### src/rtl/reg_1to2_demux.sv
// -----------------------------------------------------------------------------
// reg_1to2_demux
//   Registered 1-to-2 stream demultiplexer. One signed word per input handshake
//   is steered by sel_in into one of two private 2-entry FIFOs. Each FIFO feeds
//   its own output channel, so a stalled consumer cannot disturb the other one.
//
// Optional feature macro: DEMUX_XFER_CNT_EN
//   Defined   : per-channel output-handshake counters (wrap at 2^COUNT_W).
//   Undefined : counters are not built; count ports are tied to 0.
//
// Ports
//   clk_in           in   system clock, rising edge
//   rst_in           in   synchronous active-high reset
//   d_in             in   signed input word (DATA_W)
//   sel_in           in   destination channel (0/1), sampled with d_in
//   valid_in         in   d_in/sel_in valid
//   ready_output     out  selected channel can accept (combinational)
//   y0_output        out  channel 0 head word
//   y0_valid_output  out  channel 0 head valid
//   y0_ready_in      in   channel 0 consumer ready
//   y1_output        out  channel 1 head word
//   y1_valid_output  out  channel 1 head valid
//   y1_ready_in      in   channel 1 consumer ready
//   xfer0_cnt_output out  channel 0 completed transfers (COUNT_W)
//   xfer1_cnt_output out  channel 1 completed transfers (COUNT_W)
// -----------------------------------------------------------------------------
module reg_1to2_demux #(
  parameter int DATA_W  = 8,
  parameter int COUNT_W = 16
) (
  input  logic                      clk_in,
  input  logic                      rst_in,
  input  logic signed [DATA_W-1:0]  d_in,
  input  logic                      sel_in,
  input  logic                      valid_in,
  output logic                      ready_output,
  output logic signed [DATA_W-1:0]  y0_output,
  output logic                      y0_valid_output,
  input  logic                      y0_ready_in,
  output logic signed [DATA_W-1:0]  y1_output,
  output logic                      y1_valid_output,
  input  logic                      y1_ready_in,
  output logic [COUNT_W-1:0]        xfer0_cnt_output,
  output logic [COUNT_W-1:0]        xfer1_cnt_output
);

  logic [1:0] w_full;
  logic [1:0] w_y_ready;

  assign w_y_ready = {y1_ready_in, y0_ready_in};

  // Readiness only looks at the selected channel's occupancy; a full channel
  // refuses input even if its consumer pops on the same edge.
  assign ready_output = sel_in ? ~w_full[1] : ~w_full[0];

  genvar gi;
  generate
    for (gi = 0; gi < 2; gi++) begin : g_ch
      localparam logic CH_SEL = 1'(gi);

      // Shift-style FIFO: r_head is the visible word, r_tail the second entry.
      // Keeping the head as its own register lets it hold its last value when
      // the channel drains empty.
      logic signed [DATA_W-1:0] r_head;
      logic signed [DATA_W-1:0] r_tail;
      logic [1:0]               r_occ;
      logic                     w_push;
      logic                     w_pop;
      logic [COUNT_W-1:0]       w_cnt;

      assign w_full[gi] = (r_occ == 2'd2);
      assign w_push     = valid_in && ready_output && (sel_in == CH_SEL);
      assign w_pop      = (r_occ != 2'd0) && w_y_ready[gi];

      always_ff @(posedge clk_in) begin
        if (rst_in) begin
          r_head <= '0;
          r_tail <= '0;
          r_occ  <= 2'd0;
        end else begin
          case ({w_push, w_pop})
            2'b10: begin
              if (r_occ == 2'd0) r_head <= d_in;
              else               r_tail <= d_in;
              r_occ <= r_occ + 2'd1;
            end
            2'b01: begin
              if (r_occ == 2'd2) r_head <= r_tail;
              r_occ <= r_occ - 2'd1;
            end
            2'b11: begin
              // Push can only coincide with pop at occupancy 1 (full blocks
              // push), so the new word becomes the head directly.
              if (r_occ == 2'd2) begin
                r_head <= r_tail;
                r_tail <= d_in;
              end else begin
                r_head <= d_in;
              end
            end
            default: ;
          endcase
        end
      end

`ifdef DEMUX_XFER_CNT_EN
      logic [COUNT_W-1:0] r_cnt;

      always_ff @(posedge clk_in) begin
        if (rst_in)     r_cnt <= '0;
        else if (w_pop) r_cnt <= r_cnt + 1'b1;
      end

      assign w_cnt = r_cnt;
`else
      assign w_cnt = '0;
`endif
    end
  endgenerate

  assign y0_output        = g_ch[0].r_head;
  assign y0_valid_output  = (g_ch[0].r_occ != 2'd0);
  assign y1_output        = g_ch[1].r_head;
  assign y1_valid_output  = (g_ch[1].r_occ != 2'd0);
  assign xfer0_cnt_output = g_ch[0].w_cnt;
  assign xfer1_cnt_output = g_ch[1].w_cnt;

endmodule

### config.mk
export PLATFORM = sky130hd
export DESIGN_NAME = reg_1to2_demux
export DESIGN_NICKNAME = d
export VERILOG_FILES = /design/src/rtl/reg_1to2_demux.sv
export SDC_FILE = /design/constraint.sdc
export NUM_CORES = 1
export LEC_CHECK = 0
export ABC_AREA = 1
export CORE_MARGIN = 1.5
export CORE_UTILIZATION = 48
export DETAILED_ROUTE_END_ITERATION = 8
export HOLD_SLACK_MARGIN = 0.05
export PLACE_DENSITY = 0.83
export SLEW_MARGIN = 20
export SYNTH_ARGS = -nofsm -noshare
export SYNTH_HDL_FRONTEND = slang
export SYNTH_SLANG_ARGS = --single-unit
### constraint.sdc
create_clock -name clk_in -period 2.48 [get_ports clk_in]
set_input_delay 0.62 -clock clk_in [delete_from_list [all_inputs] [get_ports clk_in]]
set_output_delay 0.62 -clock clk_in [all_outputs]
set_load 0.01 [all_outputs]
==> flow_metrics.py <==
metrics = {
    "logic_synthesis": {
        "synth_ff_type": "dfxtp_1",
        "synth_fa_ha_area_share_pct": 3.289,
        "yosysWarnings": 0,
        "muxShareOfSynthArea_pct": 0,
        "synth_top_family_by_area": "simple AND/OR/NAND/NOR gates",
        "synth_xor_xnor_area_share_pct": 0,
        "synth_compound_area_share_pct": 4.605,
        "yosysMostFrequentCell": "nand2_1",
        "synth_edf_count": 0,
        "synth.largest_area_cell": "dfxtp_1",
        "seq_area_frac_synth_pct": 31.58,
        "synth.cell_area_mm2": 0.002282,
        "avgSynthCellArea_um2": 6.135,
        "synth-seq-cells": 36,
        "synthArstFlopShare_pct": 0,
        "synth.distinct_cells": 20,
        "synth.top_cell.area_share_pct": 31.58,
        "synthSimpleGateAreaFrac_pct": 38.82,
        "synth_area_leaders": "dfxtp_1 (32%), nand2_1 (20%), nor2_1 (14%), buf_4 (11%), inv_1 (8.1%)",
        "synth_cells": 372,
        "ys_top_cells_by_count": "nand2_1 (119), nor2_1 (85), inv_1 (49)",
    },
    "pwr": {
        "p_leak_nw": 1.352,
        "pwr_density_cell_mw_per_mm2": 739.2,
        "seq_power_share_pct": 36.2,
        "switching_share_pct": 33.68,
        "clkPwrFrac_pct": 28.6,
        "comb_power_share_pct": 35.2,
        "ir_worst_vdd_mv": 0.2721,
        "internal_power_mw": 1.322,
        "p_sw_uw": 671.5,
    },
    "cells_and_area": {
        "drive_above_1_share_pct": 8.029,
        "final_util_pct": 60.29,
        "nets": 430,
        "area_growth_pct": 18.20,
        "n_antenna_cell": 0,
        "final_cell_area_mm2": 0.002698,
    },
    "grt": {
        "antenna_found_initial": 0,
        "overflow": 0,
        "grt_pass1_wl_mm": 7.583,
        "grtUsageTotal_pct": 18.48,
        "grt_pass1_vias": 1789,
        "grt_max_degree": 37,
    },
    "critical_path": {
        "cp.arrival_ns": 1.61,
        "crit_chain": "clkdlybuf4s50_1 -> inv_1 -> nand2_1 -> o21ai_0 -> dlygate4sd2_1",
        "setup.worst_path.class": "input pin to output port",
        "crit_family": "buffers and inverters",
        "r2r_end": "y0_output[1]$_SDFFE_PP0P_",
        "cp-end-kind": "output port",
        "crit_buf_inv": 3,
        "regToRegSetupSlack_ns": 0.50,
        "reg2reg_from": "g_ch[0].r_occ[0]$_SDFFE_PP0P_",
        "max_stage_delay_ns": 0.47,
        "cp-start-kind": "input pin",
        "required_ns": 1.86,
        "rr_worst_depth": 11,
        "critPathSlowestCell": "clkdlybuf4s50_1",
        "cp_max_fo": 4,
    },
    "clocking": {
        "htreeDepth": 2,
        "post_cts_buffers": 0,
        "cts.sinks": 36,
        "clock_latency_ns": 0.29,
        "cts_made_buffers": 5,
        "tritoncts": "done",
        "clockRootBuffer": "clkbuf_8",
        "clockBufferDepth": 2,
        "clk_pin_slew_ns": 0.07,
    },
    "detailed_routing": {
        "wire_per_inst_um": 9.974,
        "ant_nets": 0,
        "via_count": 2029,
        "first_iter_violations": 115,
        "totalWireLength_mm": 4.618,
        "drcViolationCount": 0,
        "via_per_inst": 4.382,
        "drtPass1Iterations": 4,
    },
    "timing": {
        "finalSetupViolations": 0,
        "hold_viol": 0,
        "hold_slack_ns": 0.4858,
        "fin_skew_ns": 0.003446,
        "clock.fmax_ghz": 0.4490,
        "period_share_pct": 89.80,
        "finalMaxSlewViolations": 0,
        "fin_crit_ns": 2.227,
        "rsz0062_at_grt": "no",
        "setup_slack_ns": 0.2530,
    },
    "floorplanning": {
        "die-area_mm2": 0.005178,
        "die_y_um": 71.96,
        "placeableCoreArea_mm2": 0.004474,
        "rows": 24,
        "pin_count": 65,
        "chipWidth_um": 71.96,
        "initial_core_util_pct": 51.01,
    },
    "min_path": {
        "hold_class": "flip-flop to flip-flop",
        "min_path_cells": 2,
        "whs_endpoint": "g_ch[1].r_tail[4]$_SDFFE_PP0P_",
        "hp-start": "g_ch[1].r_tail[4]$_SDFFE_PP0P_",
    },
    "outcome": {
        "status": "finished, final reports clean",
    },
    "job": {
        "cap_violations": 0,
    },
    "placement": {
        "gp_congestion": 0.8312,
        "hpwl_mm": 3.283,
        "place_ws_ns": -0.03679,
        "place_area_mm2": 0.002572,
        "port_buffers": 32,
    },
}
-- flip-flops by register name, summed over array words and instances (netlist names) --
register and count:
g_ch.r_tail 16, g_ch.r_occ 4, y0_output 8, y1_output 8
-- worst min-delay path: stages, from the launching register on --
cell and delay (ns):
dfxtp_1 0.33, nor2_1 0.05, nor2_1 0.08
-- power groups by stage --
stage               combinational (mW)  clock, mW  sequential (mW)
finish                           0.702      0.569            0.723
global route                     0.785      0.599            0.733
CTS                              0.702      0.575            0.724
detailed placement               0.699          0            0.737
global placement                 0.687          0            0.733
floorplan                        0.470          0            0.756
-- cells in the final DEF, fill, tap and decap left out, types with 2 or more instances in the layout --
cell and instances:
nand2_1 119, nor2_1 85, inv_1 49, dfxtp_1 36, conb_1 32, clkdlybuf4s50_1 31
o21ai_0 7, clkbuf_8 7, nand2_4 6, a21oi_1 6, ha_1 6, buf_4 5
inv_2 4, nand2_2 4, nand3_1 2, o21ai_2 2, nand4_1 2, o21bai_2 2
buf_12 2
-- repair_timing --
action	CTS	global route
hold buffers	0	0
endpoints found under the setup margin	1	0
resized for setup	1	0
-- layer usage --
metal / vias to the layer above / GRT usage [%] / share of wire [%]
met5: - / 0 / 0
met4: 0 / 5.870 / 0.58
met3: 2 / 4.861 / 5.4
met2: 61 / 31.28 / 47
met1: 869 / 23.02 / 47
li1: 1097 / - / -
-- worst max-delay path by stage --
| stage | from | endpoint | cells past startpoint |
|---|---|---|---|
| after global placement | sel_in | ready_output | 4 |
| after detailed placement | sel_in | ready_output | 4 |
| after global routing | sel_in | y0_output[1]$_SDFFE_PP0P_ | 11 |
| after CTS | sel_in | ready_output | 5 |
| final | sel_in | ready_output | 5 |
| after floorplan | sel_in | g_ch[1].r_tail[0]$_SDFFE_PP0P_ | 9 |
-- stage by stage --
| step | std cells | power (mW) | setup TNS [ns] |
|---|---|---|---|
| floorplan | 403 | 1.226 | 0 |
| global placement | 455 | 1.420 | -0.01955 |
| detailed placement | 455 | 1.436 | -0.06598 |
| CTS | 463 | 2.001 | 0 |
| global route | 463 | 2.118 | 0 |
| finish | 463 | 1.994 | 0 |
-- logic make-up after synthesis --
| logic type | count (synthesis) |
|---|---|
| adders and majority gates | 6 |
| buffers and inverters | 93 |
| other | 1 |
| DFF | 36 |
| and+or+nand+nor | 219 |
| AOI/OAI and AO/OA | 17 |
-- layout make-up --
class	instances	area, um2
repair buffers	39	396.6
clock buffers	7	96.34
multi-input cells	274	1186
fillers	410	1777
well taps	52	65.06
clock inverters	1	30.03
inverters	54	202.7
flip-flops and latches	36	720.7
Note: power is estimated with default switching activity, not from simulation.
